[config.mk]
export PLATFORM = sky130hd
export DESIGN_NAME = bin_to_bcd_seq_flat
export DESIGN_NICKNAME = d
export VERILOG_FILES = /design/src/rtl/bcd_pkg.sv /design/src/rtl/bin_to_bcd_seq_if.sv /design/src/rtl/bcd_digit_adj.sv /design/src/rtl/bin_to_bcd_seq.sv /design/src/flat_wrapper.sv
export SDC_FILE = /design/constraint.sdc
export NUM_CORES = 1
export LEC_CHECK = 0
export CELL_PAD_IN_SITES_DETAIL_PLACEMENT = 2
export CELL_PAD_IN_SITES_GLOBAL_PLACEMENT = 2
export CORE_ASPECT_RATIO = 0.7
export CORE_UTILIZATION = 38
export DETAILED_ROUTE_END_ITERATION = 8
export GPL_ROUTABILITY_DRIVEN = 0
export HOLD_SLACK_MARGIN = 0.05
export PLACE_DENSITY = 0.81
export SLEW_MARGIN = 25
export SYNTH_ARGS = -nofsm -noshare
export SYNTH_HDL_FRONTEND = slang
export SYNTH_HIERARCHICAL = 1
export SYNTH_SLANG_ARGS = --single-unit
[constraint.sdc]
create_clock -name clk -period 4.3 [get_ports clk]
set_input_delay 0.645 -clock clk [delete_from_list [all_inputs] [get_ports clk]]
set_output_delay 0.645 -clock clk [all_outputs]
set_load 0.03 [all_outputs]
[src/rtl/bcd_pkg.sv]
// Shared types and constants for the sequential binary-to-BCD converter.
package bcd_pkg;

  typedef enum logic [1:0] {
    IDLE  = 2'd0,
    SHIFT = 2'd1,
    DONE  = 2'd2
  } state_e;

  localparam int         BCD_DIGIT_W    = 4;
  localparam logic [3:0] BCD_ADJ_THRESH = 4'd5;
  localparam logic [3:0] BCD_ADJ_ADD    = 4'd3;

endpackage

[src/rtl/bin_to_bcd_seq_if.sv]
// Handshake bundle for bin_to_bcd_seq; the ovf line exists only when BIN2BCD_OVF_EN is defined.
interface bin_to_bcd_seq_if #(
  parameter int WIDTH  = 10,
  parameter int DIGITS = 4
);
  logic                  in_valid;
  logic                  in_ready;
  logic [WIDTH-1:0]      in_bin;
  logic                  out_valid;
  logic                  out_ready;
  logic [4*DIGITS-1:0]   out_bcd;
  logic                  busy;
`ifdef BIN2BCD_OVF_EN
  logic                  ovf;

  modport master (
    output in_valid, in_bin, out_ready,
    input  in_ready, out_valid, out_bcd, busy, ovf
  );
  modport slave (
    input  in_valid, in_bin, out_ready,
    output in_ready, out_valid, out_bcd, busy, ovf
  );
`else
  modport master (
    output in_valid, in_bin, out_ready,
    input  in_ready, out_valid, out_bcd, busy
  );
  modport slave (
    input  in_valid, in_bin, out_ready,
    output in_ready, out_valid, out_bcd, busy
  );
`endif
endinterface

[src/rtl/bcd_digit_adj.sv]
// Double-dabble digit correction: add 3 to a BCD digit that is 5 or more.
module bcd_digit_adj
  import bcd_pkg::*;
(
  input  logic [BCD_DIGIT_W-1:0] din,
  output logic [BCD_DIGIT_W-1:0] dout
);

  assign dout = (din >= BCD_ADJ_THRESH) ? din + BCD_ADJ_ADD : din;

endmodule

[src/rtl/bin_to_bcd_seq.sv]
// Sequential shift-and-add-3 binary-to-BCD converter, one bit per cycle.
// Optional overflow flag enabled by defining BIN2BCD_OVF_EN.
//
// state | meaning
// IDLE  | ready to accept a new binary word
// SHIFT | adjust digits then shift one bit, WIDTH cycles
// DONE  | result presented until out_ready
module bin_to_bcd_seq
  import bcd_pkg::*;
#(
  parameter int WIDTH  = 10,
  parameter int DIGITS = 4
) (
  input logic             clk,
  input logic             rst_n,
  bin_to_bcd_seq_if.slave bus
);

  localparam int                BCD_W    = BCD_DIGIT_W * DIGITS;
  localparam int                CNT_W    = $clog2(WIDTH + 1);
  localparam logic [CNT_W-1:0]  CNT_LAST = CNT_W'(WIDTH - 1);

  state_e             state_q, state_d;
  logic [WIDTH-1:0]   bin_q, bin_d;
  logic [BCD_W-1:0]   scratch_q, scratch_d;
  logic [CNT_W-1:0]   cnt_q, cnt_d;
  logic [BCD_W-1:0]   out_bcd_q, out_bcd_d;
  logic [BCD_W-1:0]   adj;
  logic [BCD_W:0]     shifted;

  for (genvar g = 0; g < DIGITS; g++) begin : g_adj
    bcd_digit_adj u_adj (
      .din  (scratch_q[g*BCD_DIGIT_W +: BCD_DIGIT_W]),
      .dout (adj[g*BCD_DIGIT_W +: BCD_DIGIT_W])
    );
  end

  // Top bit is the carry out of the most significant digit.
  assign shifted = {adj, bin_q[WIDTH-1]};

`ifdef BIN2BCD_OVF_EN
  logic ovf_q, ovf_d;
  always_comb begin
    ovf_d = ovf_q;
    if (state_q == IDLE && bus.in_valid) ovf_d = 1'b0;
    else if (state_q == SHIFT)           ovf_d = ovf_q | shifted[BCD_W];
  end
  always_ff @(posedge clk or negedge rst_n) begin
    if (!rst_n) ovf_q <= 1'b0;
    else        ovf_q <= ovf_d;
  end
  assign bus.ovf = ovf_q;
`else
  logic carry_unused;
  assign carry_unused = shifted[BCD_W];
`endif

  always_comb begin
    state_d   = state_q;
    bin_d     = bin_q;
    scratch_d = scratch_q;
    cnt_d     = cnt_q;
    out_bcd_d = out_bcd_q;
    case (state_q)
      IDLE: begin
        if (bus.in_valid) begin
          bin_d     = bus.in_bin;
          scratch_d = '0;
          cnt_d     = '0;
          state_d   = SHIFT;
        end
      end
      SHIFT: begin
        bin_d     = bin_q << 1;
        scratch_d = shifted[BCD_W-1:0];
        cnt_d     = cnt_q + 1'b1;
        if (cnt_q == CNT_LAST) begin
          out_bcd_d = shifted[BCD_W-1:0];
          state_d   = DONE;
        end
      end
      DONE: begin
        if (bus.out_ready) state_d = IDLE;
      end
      default: state_d = IDLE;
    endcase
  end

  always_ff @(posedge clk or negedge rst_n) begin
    if (!rst_n) begin
      state_q   <= IDLE;
      bin_q     <= '0;
      scratch_q <= '0;
      cnt_q     <= '0;
      out_bcd_q <= '0;
    end else begin
      state_q   <= state_d;
      bin_q     <= bin_d;
      scratch_q <= scratch_d;
      cnt_q     <= cnt_d;
      out_bcd_q <= out_bcd_d;
    end
  end

  assign bus.in_ready  = (state_q == IDLE);
  assign bus.out_valid = (state_q == DONE);
  assign bus.busy      = (state_q == SHIFT);
  assign bus.out_bcd   = out_bcd_q;

endmodule
[src/flat_wrapper.sv]
// flat-port wrapper written by rule: the top's interface ports become plain ports
module bin_to_bcd_seq_flat import bcd_pkg::*;
#(
  parameter int WIDTH  = 10,
  parameter int DIGITS = 4
)
  (clk, rst_n, bus_in_valid, bus_in_bin, bus_out_ready, bus_in_ready, bus_out_valid, bus_out_bcd, bus_busy);
  bin_to_bcd_seq_if #(.WIDTH(WIDTH), .DIGITS(DIGITS)) bus_i ();
  input logic clk;
  input logic rst_n;
  input wire logic [$bits(bus_i.in_valid)-1:0] bus_in_valid;
  input wire logic [$bits(bus_i.in_bin)-1:0] bus_in_bin;
  input wire logic [$bits(bus_i.out_ready)-1:0] bus_out_ready;
  output wire logic [$bits(bus_i.in_ready)-1:0] bus_in_ready;
  output wire logic [$bits(bus_i.out_valid)-1:0] bus_out_valid;
  output wire logic [$bits(bus_i.out_bcd)-1:0] bus_out_bcd;
  output wire logic [$bits(bus_i.busy)-1:0] bus_busy;
  assign bus_i.in_valid = bus_in_valid;
  assign bus_i.in_bin = bus_in_bin;
  assign bus_i.out_ready = bus_out_ready;
  assign bus_in_ready = bus_i.in_ready;
  assign bus_out_valid = bus_i.out_valid;
  assign bus_out_bcd = bus_i.out_bcd;
  assign bus_busy = bus_i.busy;
  bin_to_bcd_seq #(.WIDTH(WIDTH), .DIGITS(DIGITS)) u_core (.clk(clk), .rst_n(rst_n), .bus(bus_i));
endmodule
After elaboration in Yosys (flattened, before gate mapping)
Index checks and enable logic that the tools add are counted.
W data, S select, Z words.
{ "classes": {"magnitude_cmp": 4, "reduce_logical": 5, "add_sub_neg": 5, "n_mux": 14, "n_eq_ne": 6} }
{ "ops": {"columns": ["operator", "n"], "rows": [
  ["$pmux W16 S2", 1],
  ["$pmux W10 S2", 1],
  ["$ge A4 B3 Y1 const B", 4],
  ["$mux W16", 1],
  ["$mux W4", 4],
  ["$add A4 B2 Y4 const B", 3],
  ["$mux W10", 1],
  ["$pmux W4 S2", 1],
  ["$mux W2", 3],
  ["$pmux W2 S3", 1],
  ["$add A4 B1 Y4 const B", 1],
  ["$eq A4 B4 Y1 const B", 1],
  ["$ne A2 B2 Y1 const B", 2],
  ["$reduce_and A2 Y1", 2],
  ["$add A3 B2 Y3 const B", 1],
  ["$mux W3", 1],
  ["$reduce_and A3 Y1", 1],
  ["$eq A2 B1 Y1 const B", 1],
  ["$eq A2 B2 Y1 const B", 1],
  ["$logic_not A2 Y1", 1],
  ["$ne A2 B1 Y1 const B", 1],
  ["$reduce_bool A2 Y1", 1]
]} }
{ "totals": {"out_inout_bits": 19, "word_cells": 39, "register_bits": 48, "in_bits": 14} }

Longest topological paths before layout
{ "depth": {"depth_word": 3, "mapped_depth": 6, "ltp_nobuf": 6} }

By module
Netlist, hierarchy kept.
{ "modules_own_cells": {"columns": ["mod", "area_each_um2", "seq_area_each_um2", "cells_each", "instances"], "rows": [
  ["bin_to_bcd_seq", 1976.9, 1201.2, 156, 1],
  ["bcd_digit_adj", 101.3, 0.0, 16, 4]
]} }

Worst setup path before layout
Ideal clock, no wire load.
{ "synth_path": {"kind": "flip-flop to output port", "startpoint": "reg u_core.state_q[0]", "endpoint": "out bus_in_ready", "n_path_buf": 1, "required_ns": 3.655, "path_stages_with_launch": 3, "path_slack_ns": 2.617, "t_arrival_ns": 1.038, "cell_sequence": "dfrtp_1 buf_2 nor2_1"} }
{ "synth_via": {"elab_chain_len": 1} }
{ "synth_lines": {"columns": ["item", "line_no", "rtl"], "rows": [
  ["start: declaration", "bin_to_bcd_seq.sv:23", "state_e state_q, state_d;"],
  ["start signal: assignment", "bin_to_bcd_seq.sv:97", "state_q <= state_d;"],
  ["$logic_not A2 Y1", "bin_to_bcd_seq.sv:105", "assign bus.in_ready = (state_q == IDLE);"],
  ["end: declaration", "flat_wrapper.sv:14", "output wire logic [$bits(bus_i.in_ready)-1:0] bus_in_ready;"]
]} }
No other way between the ends.

Worst setup path in the final report
{ "layout_path": {"startpoint": "reg u_core.state_q[1]", "endpoint": "out bus_busy"} }
{ "layout_via": {"elab_chain_len": 1} }
{ "layout_lines": {"columns": ["item", "line_no", "rtl"], "rows": [
  ["$eq A2 B1 Y1", "bin_to_bcd_seq.sv:107", "assign bus.busy = (state_q == SHIFT);"],
  ["end: declaration", "flat_wrapper.sv:17", "output wire logic [$bits(bus_i.busy)-1:0] bus_busy;"]
]} }
No other way between the ends.

==> flow_summary_export.csv <==
group,metric,value,unit
synth,syn_area,2362,um2
clock_tree,cts_root_buffer,"clkbuf_8",
setup_path,crit_type,"reg -> out",
cells_and_area,antennaDiodeCount,0,
drt,drc,0,
timing,hold_viol,0,
run_status,outcome,"completed",
floorplanning,die_height,67.97,um
cells_and_area,area_growth,20.13,%
global_route,grt_max_degree,49,
synth,avgSynthCellArea,10.94,um2
drt,num_vias,1766,
timing,fin_hold_ws,358.9,ps
global_route,first_global_vias,1954,
global_route,grt_pass1_wl,10090,um
cells_and_area,fin_nets,272,
setup_path,critical_path_required,3650,ps
timing,slew_headroom,0.3854,
setup_path,reg2reg_slack,2090,ps
clock_tree,ctsHoldBuffers,0,
synth,syn-num-nets,240,
timing,tns,0,ps
drt,wl,6172,um
drt,vias_per_cell,5.451,
timing,setup_viol_count_final,0,
cells_and_area,post-route-util,0.4834,
clock_tree,htreeDepth,2,
place,placed_cells_incl_taps,316,
power,peakVddDrop,0.2894,mV
clock_tree,cts_resized,0,
timing,rsz0062_at_grt,"false",
clock_tree,clock-sinks,48,
synth,netlist_instances,216,
floorplanning,fp.dieArea,6541,um2
timing,max_freq,0.3754,GHz
clock_tree,clk_pin_slew,100,ps
synth,yosysWarnings,6,
hold_path,hold_path.class,"in -> async",
cells_and_area,mostFrequentLayoutCell,"dfrtp_1",
setup_path,setup.worst_path.end_class,"output pin",
floorplanning,start_util,0.4024,
power,power_leakage,0.001273,uW
setup_path,crit_path_max_fanout,16,
cells_and_area,drive_gt1_frac,0.1365,
run,maxCapViolCount,0,
cells_and_area,instances_no_fill,324,
floorplanning,core_area,5871,um2
setup_path,critPathArrivalTime,2020,ps
floorplanning,chipWidth,96.24,um
timing,post-route-period-util,0.6195,
timing,fin_skew,12.73,ps
global_route,antenna_found_initial,0,
clock_tree,cts_buffers,5,
place,post-dp-hpwl,4309,um
drt,wl_per_cell,19.05,um
place,port_buffers,32,
power,powerDensity,780.3,nW/um2
timing,finalMaxSlewViolations,0,
drt,ant_nets,0,
timing,tightest_slew,918.9,ps
clock_tree,clk_latency,300,ps
cells_and_area,final_cell_mix,"dfrtp_1, clkdlybuf4s50_1, nand2_1",
floorplanning,io_pins,33,
drt,drt_iter0_markers,77,
clock_tree,postCtsSetupBuffers,0,
global_route,track_usage,0.2095,
clock_tree,cts_buffer_depth,2,
global_route,globalRoute.totalOverflow,0,
clock_tree,cts_tree,"done",
timing,period_minus_slack,2664,ps
floorplanning,row_count,23,
drt,drtPass1Iterations,4,
setup_path,start_kind,"register",
[worst max-delay path, stage by stage, from the launching register on]
cell and delay (ps):
dfrtp_1 710, nand2b_4 290, clkinv_1 110, clkdlybuf4s50_1 610
[layer usage]
layer	up-vias	GRT usage	wire, um
met2	23	0.3475	2911
met3	9	0.04222	158
met4	0	0.05224	71
met5	-	0	0
li1	815	-	-
met1	919	0.2817	3030
[where the power goes]
group / leakage [uW] / internal, uW / switching, uW
clock network: 0.0000510 / 129 / 153
registers: 0.000612 / 640 / 192
logic: 0.000609 / 508 / 593
total: 0.00127 / 1280 / 938
[worst paths after layout]
check | startpoint | to | cells after the start
setup reg to reg | u_core/state_q[0] | u_core/bus.out_bcd[6] | 3
hold / removal | rst_n | u_core/bus.out_bcd[14] | 1
max in group asynchronous | rst_n | u_core/scratch_q[7] | 1
min in group clk | u_core/bus.out_bcd[5] | u_core/bus.out_bcd[5] | 1
hold reg to reg | u_core/bus.out_bcd[5] | u_core/bus.out_bcd[5] | 1
setup / recovery | u_core/state_q[1] | bus_busy | 3
[layout make-up]
type / instances / area [um2]
tap: 75 / 93.84
timing repair buffer: 34 / 332.8
clock inverter: 2 / 10.01
clock buffer: 6 / 82.58
multi-input combinational: 148 / 1076
fill: 614 / 3033
sequential: 48 / 1201
inverter: 11 / 41.29
[state kept, by name, indices dropped and copies added, names as in the netlist]
name                count
u_core/bus.out_bcd     16
u_core/scratch_q       16
u_core/bin_q           10
u_core/cnt_q            4
u_core/state_q          2
[through the flow]
step | setup WS (ps) | total power (uW) | area (um2)
after floorplan | 2617 | 1548 | 2362
final | 1636 | 2214 | 2838
after global placement | 1854 | 1864 | 2743
after CTS | 1652 | 2244 | 2838
after detailed placement | 1747 | 1942 | 2745
after global routing | 1564 | 2382 | 2838
Power figures use the tool's default switching activity.
